==> config.mk <==
export PLATFORM = sky130hd
export DESIGN_NAME = pipeline_ctrl_n_flat
export DESIGN_NICKNAME = d
export VERILOG_FILES = /design/src/rtl/pipeline_ctrl_n_pkg.sv /design/src/rtl/pipeline_ctrl_n_if.sv /design/src/rtl/pipeline_ctrl_n_stall_mask_gen.sv /design/src/rtl/pipeline_ctrl_n.sv /design/src/flat_wrapper.sv
export SDC_FILE = /design/constraint.sdc
export NUM_CORES = 1
export LEC_CHECK = 0
export BUFFER_PORTS_ARGS = -buffer_cell sky130_fd_sc_hd__buf_2
export CORE_MARGIN = 2
export CORE_UTILIZATION = 25
export CTS_CLUSTER_SIZE = 14
export DETAILED_ROUTE_END_ITERATION = 8
export GPL_TIMING_DRIVEN = 0
export HOLD_SLACK_MARGIN = 0.1
export PLACE_DENSITY = 0.52
export SLEW_MARGIN = 20
export SYNTH_ARGS = -nofsm -noshare
export SYNTH_HDL_FRONTEND = slang
export SYNTH_SLANG_ARGS = --single-unit
==> constraint.sdc <==
create_clock -name clk -period 2.1 [get_ports clk]
set_input_delay 0 -clock clk [delete_from_list [all_inputs] [get_ports clk]]
set_output_delay 0 -clock clk [all_outputs]
set_load 0.01 [all_outputs]
==> src/rtl/pipeline_ctrl_n_pkg.sv <==
// pipeline_ctrl_n_pkg: shared FSM states, stage indices and stall polarity for the hazard controller
package pipeline_ctrl_n_pkg;
    typedef enum logic {ST_RUN = 1'b0, ST_FLUSH = 1'b1} state_e;
    localparam int STG_PC  = 0;
    localparam int STG_IF  = 1;
    localparam int STG_ID  = 2;
    localparam int STG_EX  = 3;
    localparam int STG_MEM = 4;
    localparam int STG_WB  = 5;
    localparam logic STOP    = 1'b1;
    localparam logic NO_STOP = 1'b0;
    localparam int FCNT_W = 4;
endpackage

==> src/rtl/pipeline_ctrl_n_if.sv <==
// pipeline_ctrl_n_if: datapath <-> hazard controller signal bundle
interface pipeline_ctrl_n_if #(
    parameter int NUM_STAGES = 6,
    parameter int ADDR_W     = 32,
    parameter int CNT_W      = 32
);
    logic [NUM_STAGES-1:0] stall_req;
    logic                  flush_req;
    logic [ADDR_W-1:0]     flush_target;
    logic [NUM_STAGES-1:0] stall;
    logic [NUM_STAGES-1:0] bubble;
    logic [NUM_STAGES-1:0] flush;
    logic                  redirect_valid;
    logic [ADDR_W-1:0]     redirect_pc;
    logic                  busy_flushing;
    logic                  deadlock;
    logic [CNT_W-1:0]      stall_cycles;
    modport master (
        output stall_req, flush_req, flush_target,
        input  stall, bubble, flush, redirect_valid, redirect_pc, busy_flushing, deadlock, stall_cycles
    );
    modport slave (
        input  stall_req, flush_req, flush_target,
        output stall, bubble, flush, redirect_valid, redirect_pc, busy_flushing, deadlock, stall_cycles
    );
endinterface

==> src/rtl/pipeline_ctrl_n_stall_mask_gen.sv <==
// pipeline_ctrl_n_stall_mask_gen: prefix stall mask (a request at stage k freezes 0..k) and bubble points
module pipeline_ctrl_n_stall_mask_gen
    import pipeline_ctrl_n_pkg::*;
#(
    parameter int NUM_STAGES = 6
) (
    input  logic [NUM_STAGES-1:0] stall_req_i,
    output logic [NUM_STAGES-1:0] stall_o,
    output logic [NUM_STAGES-1:0] bubble_o
);
    always_comb begin
        stall_o[NUM_STAGES-1] = stall_req_i[NUM_STAGES-1];
        for (int i = NUM_STAGES - 2; i >= 0; i--) stall_o[i] = stall_o[i+1] | stall_req_i[i];
    end
    // a bubble enters where a stalled stage feeds a moving one
    assign bubble_o = {stall_o[NUM_STAGES-2:0] & ~stall_o[NUM_STAGES-1:1], NO_STOP};
endmodule

==> src/rtl/pipeline_ctrl_n.sv <==
// pipeline_ctrl_n: stall merge, bubble marking, registered flush/redirect sequence,
// stall watchdog and stall-cycle counter for an N-stage in-order pipeline
module pipeline_ctrl_n
    import pipeline_ctrl_n_pkg::*;
#(
    parameter int NUM_STAGES   = 6,
    parameter int ADDR_W       = 32,
    parameter int FLUSH_CYCLES = 1,
    parameter int WDOG_LIMIT   = 1024,
    parameter int CNT_W        = 32
) (
    input logic clk,
    input logic rst,
    pipeline_ctrl_n_if.slave bus
);
    localparam int WW = (WDOG_LIMIT > 0) ? $clog2(WDOG_LIMIT + 1) : 1;
    localparam logic [WW-1:0] WLIM = WW'(WDOG_LIMIT);
    localparam logic [FCNT_W-1:0] FLAST = FCNT_W'(FLUSH_CYCLES - 1);

    state_e              state_q, state_d;
    logic [FCNT_W-1:0]   fcnt_q, fcnt_d;
    logic [WW-1:0]       wcnt_q, wcnt_d;
    logic                dl_q, dl_d;
    logic [ADDR_W-1:0]   pc_q, pc_d;
    logic [CNT_W-1:0]    cnt_q, cnt_d;
    logic [NUM_STAGES-1:0] mask, bub, stall;
    logic                run;

    pipeline_ctrl_n_stall_mask_gen #(.NUM_STAGES(NUM_STAGES)) u_mask (
        .stall_req_i (bus.stall_req),
        .stall_o     (mask),
        .bubble_o    (bub)
    );

    assign run   = state_q == ST_RUN;
    assign stall = (rst || !run) ? '0 : mask;

    assign bus.stall          = stall;
    assign bus.bubble         = (rst || !run) ? '0 : bub;
    // WB keeps its contents during a flush so the oldest instruction retires
    assign bus.flush          = (rst || run) ? '0 : {NO_STOP, {(NUM_STAGES-1){STOP}}};
    assign bus.redirect_valid = !rst && !run && fcnt_q == FLAST;
    assign bus.busy_flushing  = !rst && !run;
    assign bus.redirect_pc    = rst ? '0 : pc_q;
    assign bus.deadlock       = !rst && dl_q;
    assign bus.stall_cycles   = rst ? '0 : cnt_q;

    always_comb begin
        state_d = state_q;
        fcnt_d  = fcnt_q;
        pc_d    = pc_q;
        if (run) begin
            if (bus.flush_req) begin
                state_d = ST_FLUSH;
                fcnt_d  = FLAST;
                pc_d    = bus.flush_target;
            end
        end else begin
            state_d = (fcnt_q == '0) ? ST_RUN : ST_FLUSH;
            fcnt_d  = (fcnt_q == '0) ? fcnt_q : fcnt_q - FCNT_W'(1);
        end
        wcnt_d = (stall == '0) ? '0 : (wcnt_q == WLIM) ? wcnt_q : wcnt_q + WW'(1);
        dl_d   = dl_q | ((WDOG_LIMIT != 0) && wcnt_d == WLIM);
        cnt_d  = cnt_q + CNT_W'(|stall);
    end

    always_ff @(posedge clk) begin
        if (rst) begin
            state_q <= ST_RUN;
            fcnt_q  <= '0;
            wcnt_q  <= '0;
            dl_q    <= 1'b0;
            pc_q    <= '0;
            cnt_q   <= '0;
        end else begin
            state_q <= state_d;
            fcnt_q  <= fcnt_d;
            wcnt_q  <= wcnt_d;
            dl_q    <= dl_d;
            pc_q    <= pc_d;
            cnt_q   <= cnt_d;
        end
    end
endmodule

==> src/flat_wrapper.sv <==
// flat-port wrapper written by rule: the top's interface ports become plain ports
module pipeline_ctrl_n_flat import pipeline_ctrl_n_pkg::*;
#(
    parameter int NUM_STAGES   = 6,
    parameter int ADDR_W       = 32,
    parameter int FLUSH_CYCLES = 1,
    parameter int WDOG_LIMIT   = 1024,
    parameter int CNT_W        = 32
)
  (clk, rst, bus_stall_req, bus_flush_req, bus_flush_target, bus_stall, bus_bubble, bus_flush, bus_redirect_valid, bus_redirect_pc, bus_busy_flushing, bus_deadlock, bus_stall_cycles);
  pipeline_ctrl_n_if #(.NUM_STAGES(NUM_STAGES), .ADDR_W(ADDR_W), .CNT_W(CNT_W)) bus_i ();
  input logic clk;
  input logic rst;
  input wire logic [$bits(bus_i.stall_req)-1:0] bus_stall_req;
  input wire logic [$bits(bus_i.flush_req)-1:0] bus_flush_req;
  input wire logic [$bits(bus_i.flush_target)-1:0] bus_flush_target;
  output wire logic [$bits(bus_i.stall)-1:0] bus_stall;
  output wire logic [$bits(bus_i.bubble)-1:0] bus_bubble;
  output wire logic [$bits(bus_i.flush)-1:0] bus_flush;
  output wire logic [$bits(bus_i.redirect_valid)-1:0] bus_redirect_valid;
  output wire logic [$bits(bus_i.redirect_pc)-1:0] bus_redirect_pc;
  output wire logic [$bits(bus_i.busy_flushing)-1:0] bus_busy_flushing;
  output wire logic [$bits(bus_i.deadlock)-1:0] bus_deadlock;
  output wire logic [$bits(bus_i.stall_cycles)-1:0] bus_stall_cycles;
  assign bus_i.stall_req = bus_stall_req;
  assign bus_i.flush_req = bus_flush_req;
  assign bus_i.flush_target = bus_flush_target;
  assign bus_stall = bus_i.stall;
  assign bus_bubble = bus_i.bubble;
  assign bus_flush = bus_i.flush;
  assign bus_redirect_valid = bus_i.redirect_valid;
  assign bus_redirect_pc = bus_i.redirect_pc;
  assign bus_busy_flushing = bus_i.busy_flushing;
  assign bus_deadlock = bus_i.deadlock;
  assign bus_stall_cycles = bus_i.stall_cycles;
  pipeline_ctrl_n #(.NUM_STAGES(NUM_STAGES), .ADDR_W(ADDR_W), .FLUSH_CYCLES(FLUSH_CYCLES), .WDOG_LIMIT(WDOG_LIMIT), .CNT_W(CNT_W)) u_core (.clk(clk), .rst(rst), .bus(bus_i));
endmodule
# ---- Word-level counts from Yosys, hierarchy flattened
# Index checks and enable logic that the tools add are counted.
dict set report totals {
  register_bits 81
  rom_bits 0
  latchBits 0
  memories 0
  ram_bits 0
}
dict set report op_classes {
  n_div 0
  n_addsub 3
  n_bitwise 9
  mux 13
  n_reduce_logical 12
  shifts 0
  n_eq_ne 3
  order_cmp 0
  mul 0
}
# operator count
set ops {}
lappend ops {{32-bit two-way mux} 2}
lappend ops {{32-bit by 1-bit adder with 32-bit output} 1}
lappend ops {{11-bit equality test (second input constant)} 2}
lappend ops {{11-bit two-way mux} 2}
lappend ops {{4-bit two-way mux} 3}
lappend ops {{6-bit two-way mux} 2}
lappend ops {{11-bit by 1-bit adder with 11-bit output (second input constant)} 1}
lappend ops {{6-bit logical NOT} 1}
lappend ops {{1-bit OR} 6}
lappend ops {{6-bit OR reduction} 1}
lappend ops {{5-bit bitwise AND} 1}
lappend ops {{5-bit two-way mux} 1}
lappend ops {{5-bit inverter} 1}
lappend ops {{4-bit logical NOT} 1}
lappend ops {{2-bit AND reduction} 2}
lappend ops {{4-bit by 1-bit subtractor with 4-bit output (second input constant)} 1}
lappend ops {{1-bit logical AND} 3}
lappend ops {{1-bit two-way mux} 3}
lappend ops {{1-bit logical OR} 2}
lappend ops {{2-bit inequality test (second input constant)} 1}
lappend ops {{2-bit nonzero test} 1}
lappend ops {{1-bit logical NOT} 1}
lappend ops {{1-bit inverter} 1}

# ---- Logic depth before layout (Yosys ltp)
# Gate-level depths: netlist (run 1).
dict set report depth {
  word_depth 10
  ltp_mapped 12
  depth_no_buf 10
}

# ---- Modules after synthesis
# From an unflattened synthesis (run 1), not the netlist that was laid out.
dict set report unflattened {
  hier_cells 528
  hier_area_um2 4117.7
}
# mod n_inst cells_each area_per_inst_um2
set by_module_without_submodules {}
lappend by_module_without_submodules {pipeline_ctrl_n 1 511 4025.1}
lappend by_module_without_submodules {pipeline_ctrl_n_stall_mask_gen 1 17 92.6}

# ---- Least setup slack after synthesis (run 1)
# No wires, ideal clock.
dict set report synth_path {
  path_kind {register to register}
  startpoint {register u_core.state_q}
  endpoint {register u_core.cnt_q[31]}
  stages_incl_launch_ff 11
  n_path_buf 1
  path_slack_ps -238
  t_required_ps 1977
  synth_period_minus_slack_ps 2338
  arrival_time_ps 2215
  cell_sequence {dfxtp_1 -> nor2_1 -> nand2_1 -> clkbuf_1 -> inv_1 -> ha_1 -> and3_1 -> nand3_1 -> nor2_2 -> or4b_1 -> mux2_1}
}
dict set report synth_between {
  elab_chain_len 4
}
# item line_no
set synth_lines {}
lappend synth_lines {{start: declaration} pipeline_ctrl_n.sv:20} ;# state_e state_q, state_d;
lappend synth_lines {{start signal: assignment} pipeline_ctrl_n.sv:76} ;# state_q <= state_d;
lappend synth_lines {{1-bit logical OR} pipeline_ctrl_n.sv:36} ;# assign stall = (rst || !run) ? '0 : mask;
lappend synth_lines {{6-bit two-way mux} pipeline_ctrl_n.sv:36}
lappend synth_lines {{6-bit OR reduction} pipeline_ctrl_n.sv:64} ;# cnt_d = cnt_q + CNT_W'(|stall);
lappend synth_lines {{32-bit by 1-bit adder with 32-bit output} pipeline_ctrl_n.sv:64}
lappend synth_lines {{end signal: assignment} pipeline_ctrl_n.sv:81} ;# cnt_q <= cnt_d;
lappend synth_lines {{end: declaration} pipeline_ctrl_n.sv:25} ;# logic [CNT_W-1:0] cnt_q, cnt_d;
# Every way passes these cells.
# A chain may end at the register's enable or synchronous reset.

# ---- Worst setup path after layout (run 1)
# Same ends and word-level chain as after synthesis.

==> flow_summary.json, run 1 <==
{
  "status": "complete, but fails checks",
  "violations": "setup timing",
  "rsz0062_at_grt": "yes",
  "placement.io_buffers": 123,
  "slew_viol_final": 0,
  "synthToLayoutAreaGrowth_pct": 42.5,
  "hold_class": "primary input to register",
  "tightestPinTransition_ns": 0.626,
  "grt_pass1_wl_um": 17700,
  "period_share_pct": 100,
  "wl_met2_um": 4820,
  "wl_per_cell_um": 12.0,
  "viasPerCell": 4.21,
  "row_count": 46,
  "p_leak_uw": 0.00240,
  "maxCapViolations": 0,
  "mostFrequentLayoutCell": "buf_2",
  "start_util_pct": 25.3,
  "path_buf_inv": 1,
  "cp_cell_sequence": "nor2_4, nand2_4, inv_4, ha_4, and3_4, nand3_4, nor2_4, or4b_4, mux2_4",
  "met1Wirelength_um": 5270,
  "maxSlewHeadroom_pct": 58.3,
  "cts_sinks": 81,
  "clock_path_buffers": 2,
  "grt_util_all_layers_pct": 13.2,
  "num_antenna_cells": 0,
  "fin_worst_skew_ns": 0.00792,
  "cts-root-buf": "clkbuf_16",
  "postRouteAntennaNets": 0,
  "clock_latency_ns": 0.35,
  "cts.clk_slew.worst_paths_ns": 0.06,
  "cts_tree": "done",
  "design_area_um2": 5670,
  "io_pins": 126,
  "slowest_delay_ns": 0.48,
  "die_h_um": 130,
  "synth_top_area_cell": "dfxtp_1",
  "worst_ep_required_time_ns": 2.34,
  "fin_ws_ns": -0.00533,
  "ys_warn_count": 0,
  "hpwl_um": 7620,
  "routed_wl_um": 11000,
  "crit_family": "simple AND/OR/NAND/NOR gates",
  "fp.dieW_um": 130,
  "most-common-layout-cells": "buf_2 (123), dfxtp_1 (80), nand2_1 (77), nor2_1 (66), nor2b_1 (62)",
  "place_congestion": 0.736,
  "grt_max_degree": 13,
  "synthCells": 518,
  "critPathCaptureType": "register",
  "fp.coreArea_um2": 15700,
  "drt-initial-drc-count": 155,
  "antenna_found_initial": 0,
  "routed.top_layer": "met4",
  "slowest_stage": "or4b_4",
  "cp.arrival_ns": 2.34,
  "finalHoldViolCount": 0,
  "gr-total-overflow": 0,
  "grt_pass1_vias": 3617,
  "synth_area_per_cell_um2": 7.68,
  "crit_type": "register to register",
  "dieArea_um2": 16900,
  "synth_cell_type_count": 40,
  "drive_above_1_share_pct": 26.0,
  "firstDrtPassIters": 4,
  "finalCriticalPeriod_ns": 2.11,
  "finalSetupViolCount": 1,
  "synth_top_area_share_pct": 40.7,
  "h-tree-depth": 3,
  "cts_buffers": 9,
  "fillers": 1668,
  "seq_area_frac_synth_pct": 40.7,
  "cpMostUsedCell": "nor2_4",
  "dpl-instance-area_um2": 4910,
  "yosys-top-cells-area": "dfxtp_1 (41%), nor2b_1 (9.7%), nand2_1 (7.4%), nor2_1 (6.3%), xnor2_1 (5.5%)",
  "tns_ns": -0.00533,
  "drc_errors": 0,
  "nNetsFinal": 739,
  "ys_ff_latch": 81,
  "worstSetupStartpointType": "register",
  "fmaxAchievable_mhz": 475,
  "met3WireLength_um": 687,
  "vias": 3844,
  "p_per_area_nw_per_um2": 639,
  "cp_max_fo": 3,
  "vdd_drop_max_mv": 0.325,
  "syn-cell-area_um2": 3980
}
worst min-delay path: stages:
cell     delay (ns)
buf_2          0.13
nor2b_1        0.15
mux2_4         0.16
metal layers:
metal / global-route usage, % / vias up
li1: - / 2026
met1: 17.3 / 1712
met3: 3.94 / 15
met2: 20.2 / 91
met4: 5.44 / 0
met5: 0 / -
cells in the mapped netlist, drive strengths merged:
cell type and count:
mux2i 2, mux2 3, buf 8, ha 5
nand3b 2, clkbuf 28, nor2b 62, nand2b 4
o31ai 1, conb 1, and4 3, inv 17
nor3b 2, nor4 10, o21ai 6, or2 1
or3 6, nand4 8, a21boi 1, o2111ai 1
or4b 1, nand3 14, nor3 10, dfxtp 81
a31oi 2, a21oi 41, nor2 68, or3b 1
and2 4, a211oi 1, nand2 78, and3 12
xnor2 25, xor2 9
cell type report:
cell class,instances,area [um2],share of cell area (%)
repair buffers,164,1000,17.7
multi-input cells,385,2240,39.5
flip-flops and latches,81,1630,28.7
clock buffers,12,256,4.52
well taps,216,270,4.77
plain buffers,35,169,2.98
clock inverters,3,40.0,0.706
inverters,17,66.3,1.17
logic make-up after synthesis:
group,count (synthesis),synth area share [%]
AO/OA/AOI/OAI,53,7.01
XOR/XNOR,34,7.48
adder cells (fa/ha/maj),5,1.57
buffers and inverters,53,5.85
flip-flops,81,40.7
multiplexers,5,1.35
other,1,0.0942
AND/OR/NAND/NOR,286,35.9
worst paths after layout:
check	from	to	slack, ns	cells after the start
setup reg to reg	u_core.state_q$_SDFF_PP0_	u_core.cnt_q[31]$_SDFF_PP0_	-0.005	9
hold / removal	rst	u_core.cnt_q[31]$_SDFF_PP0_	0.12	3
hold reg to reg	u_core.pc_q[15]$_SDFFE_PP0P_	u_core.pc_q[15]$_SDFFE_PP0P_	0.45	2
setup / recovery	u_core.state_q$_SDFF_PP0_	u_core.cnt_q[31]$_SDFF_PP0_	-0.005	9
timing repair:
action | CTS | global route
buffers inserted | 8 | 1
gates resized for setup | 10 | 10
hold buffers | 32 | 0
endpoints found under the hold margin | 32 | 0
cloned | 0 | 0
pin swaps | 3 | 3
setup endpoints to repair | 19 | 19
per-stage QoR:
stage	std cells	setup WS [ns]	util, %	hold slack, ns	total power (uW)
after floorplan	519	-0.0473	-	0.0495	1850
after global routing	913	-0.0943	36.1	0.175	3790
after CTS	913	-0.0926	35.8	0.114	3680
after detailed placement	858	-0.567	31.3	0.247	1990
after global placement	858	-0.633	31.3	0.245	1990
final	913	-0.00533	36.1	0.116	3620
state kept, by name, summed over array words and instances (netlist names):
signal	cells
u_core.pc_q	32
u_core.cnt_q	32
u_core.wcnt_q	11
u_core.fcnt_q	4
u_core.dl_q	1
u_core.state_q	1
report_power, final:
| part | total (uW) | internal, uW | leakage [uW] | switching, uW |
|---|---|---|---|---|
| sequential | 1610 | 1580 | 0.000659 | 29.2 |
| clock | 1610 | 976 | 0.000148 | 637 |
| combinational | 396 | 186 | 0.00159 | 210 |
Power figures use the tool's default switching activity.
==> run 2: changes to the inputs <==
- PLACE_DENSITY: 0.52 -> 0.47
==> run 2 against run 1 <==
Net effect: the flow now finishes without violations; global-route usage fell by 0.094 points; register-to-register slack improved by 0.03 ns; worst setup slack better by 0.026 ns; clock-buffer cell count decreased by 1; non-clock buffer count shrank 2; sequential cell count unchanged; cell area is 0.82% lower; largest power group unchanged; die area unchanged.
==> flow_summary.json, run 2 (same netlist as run 1, synthesis figures left out) <==
{
  "most-common-layout-cells": "buf_2 (123), dfxtp_1 (80), nand2_1 (77), nor2_1 (66), nor2b_1 (62)",
  "num_antenna_cells": 0,
  "drc_errors": 0,
  "io_pins": 126,
  "hpwl_um": 7900,
  "rsz0062_at_grt": "yes",
  "antenna_found_initial": 0,
  "slowest_delay_ns": 0.48,
  "postRouteAntennaNets": 0,
  "wl_per_cell_um": 12.3,
  "reg2reg_slack_ns": 0.02,
  "multi_input_area_um2": 2220,
  "status": "completed",
  "grt_max_degree": 14,
  "cp_cell_sequence": "nor2_4, nand2_4, inv_4, ha_4, and3_4, nand3_4, nor2_4, or4b_4, mux2_4",
  "p_sw_uw": 883,
  "cts_tree": "done",
  "slowest_stage": "or4b_4",
  "p_leak_uw": 0.00238,
  "tightestPinTransition_ns": 0.629,
  "maxSlewHeadroom_pct": 58.1,
  "hp-start": "rst",
  "fp.coreArea_um2": 15700,
  "viasPerCell": 4.32,
  "reg2reg_from": "u_core.state_q$_SDFF_PP0_",
  "period_share_pct": 99.0,
  "grt_pass1_vias": 3633,
  "cpMostUsedCell": "nor2_4",
  "power.internal_uw": 2600,
  "hold_class": "primary input to register",
  "tns_ns": 0,
  "placedCellCount": 858,
  "firstDrtPassIters": 4,
  "drt-initial-drc-count": 115,
  "worst_ep_required_time_ns": 2.33,
  "r2r-end": "u_core.cnt_q[31]$_SDFF_PP0_",
  "fmaxAchievable_mhz": 481,
  "clkPwrFrac_pct": 42.2,
  "start_util_pct": 25.3,
  "seqCellArea_um2": 1630,
  "row_count": 46,
  "fillers": 1657,
  "finalPower_uw": 3480,
  "maxCapViolations": 0,
  "cp.arrival_ns": 2.31,
  "p_per_area_nw_per_um2": 618,
  "reg_top3": "u_core.cnt_q: 32 flops, u_core.pc_q: 32 flops, u_core.wcnt_q: 11 flops",
  "cts_sinks": 81,
  "nNetsFinal": 737,
  "cp_max_fo": 3,
  "cts.clk_slew.worst_paths_ns": 0.06,
  "stdcell_count": 912,
  "routed_wl_um": 11200,
  "gr-total-overflow": 0,
  "grt_pass1_wl_um": 17400,
  "clock_latency_ns": 0.34,
  "cts-root-buf": "clkbuf_16",
  "drive_above_1_share_pct": 25.6,
  "h-tree-depth": 3,
  "combPwrFrac_pct": 11.4,
  "share_seq_of_total_power_pct": 46.4,
  "synthToLayoutAreaGrowth_pct": 41.3,
  "dieArea_um2": 16900,
  "vias": 3937,
  "min_delay_worst_endpoint": "u_core.cnt_q[31]$_SDFF_PP0_",
  "worstSetupStartpointType": "register",
  "placement.io_buffers": 123,
  "vdd_drop_max_mv": 0.356,
  "grt_util_all_layers_pct": 13.1,
  "holdPathStages": 3,
  "reg2regPathDepth": 9,
  "finalHoldViolCount": 0,
  "mostFrequentLayoutCell": "buf_2",
  "critPathCaptureType": "register",
  "finalSetupViolCount": 0,
  "finalCriticalPeriod_ns": 2.08,
  "clock_path_buffers": 2,
  "crit_type": "register to register",
  "cts_buffers": 9,
  "fp.dieW_um": 130,
  "die_h_um": 130,
  "place_congestion": 0.783,
  "slew_viol_final": 0,
  "swShare_pct": 25.4,
  "fin_worst_skew_ns": 0.00568
}
==> run 2: final cells by class <==
type | instances | share of cell area (%)
multi-input combinational | 385 | 39.5
sequential | 81 | 28.9
timing repair buffer | 162 | 17.6
tap | 216 | 4.80
clock buffer | 11 | 4.31
buffer | 35 | 3.14
inverter | 17 | 1.18
clock inverter | 5 | 0.556
==> run 2: layer usage <==
layer | global-route usage (%) | up-vias | wire length (um)
li1 | - | 2029 | -
met1 | 16.5 | 1801 | 5230
met2 | 21.1 | 94 | 5090
met3 | 3.61 | 13 | 677
met4 | 5.31 | 0 | 173
met5 | 0 | - | 0
==> run 2: worst max-delay path: cells and delay by family, from the launching register on <==
kind                     cells  cell delay (ns)
AND/OR/NAND/NOR              6             1.09
flip-flops                   1             0.37
multiplexers                 1             0.30
adder cells (fa/ha/maj)      1             0.13
buffers and inverters        1             0.07
==> run 2: power groups by stage <==
stage | logic, uW | clock network (uW) | registers, uW
CTS | 399 | 1530 | 1610
global route | 442 | 1570 | 1620
detailed placement | 341 | 0 | 1650
floorplan | 206 | 0 | 1640
finish | 395 | 1470 | 1610
global placement | 336 | 0 | 1650
==> run 2: stage by stage <==
stage               cell area (um2)  utilization [%]  setup WS, ns  hold WS, ns
floorplan                      4030                -       -0.0473       0.0495
global placement               4910             31.3        -0.559        0.245
detailed placement             4910             31.3        -0.552        0.247
CTS                            5610             35.7       -0.0525        0.128
global route                   5630             35.8       -0.0798        0.174
finish                         5630             35.8        0.0209        0.144
==> run 2: repair_timing <==
action                                  CTS  global route
endpoints found under the setup margin   21            22
hold buffers                             32             0
hold endpoints to repair                 32             0
pin swaps                                 3             3
setup buffers                             6             1
gates resized for setup                  13             5
==> run 2: how the worst max path moves through the flow <==
stage | startpoint | end | slack, ns
6_report | u_core.state_q$_SDFF_PP0_ | u_core.cnt_q[31]$_SDFF_PP0_ | 0.02
5_1_grt | u_core.state_q$_SDFF_PP0_ | u_core.cnt_q[31]$_SDFF_PP0_ | -0.08
4_1_cts | u_core.state_q$_SDFF_PP0_ | u_core.cnt_q[31]$_SDFF_PP0_ | -0.05
3_5_place_dp | bus_stall_req[5] | u_core.cnt_q[30]$_SDFF_PP0_ | -0.55
3_3_place_gp | bus_stall_req[5] | u_core.cnt_q[16]$_SDFF_PP0_ | -0.56
2_1_floorplan | u_core.state_q$_SDFF_PP0_ | u_core.cnt_q[31]$_SDFF_PP0_ | -0.05
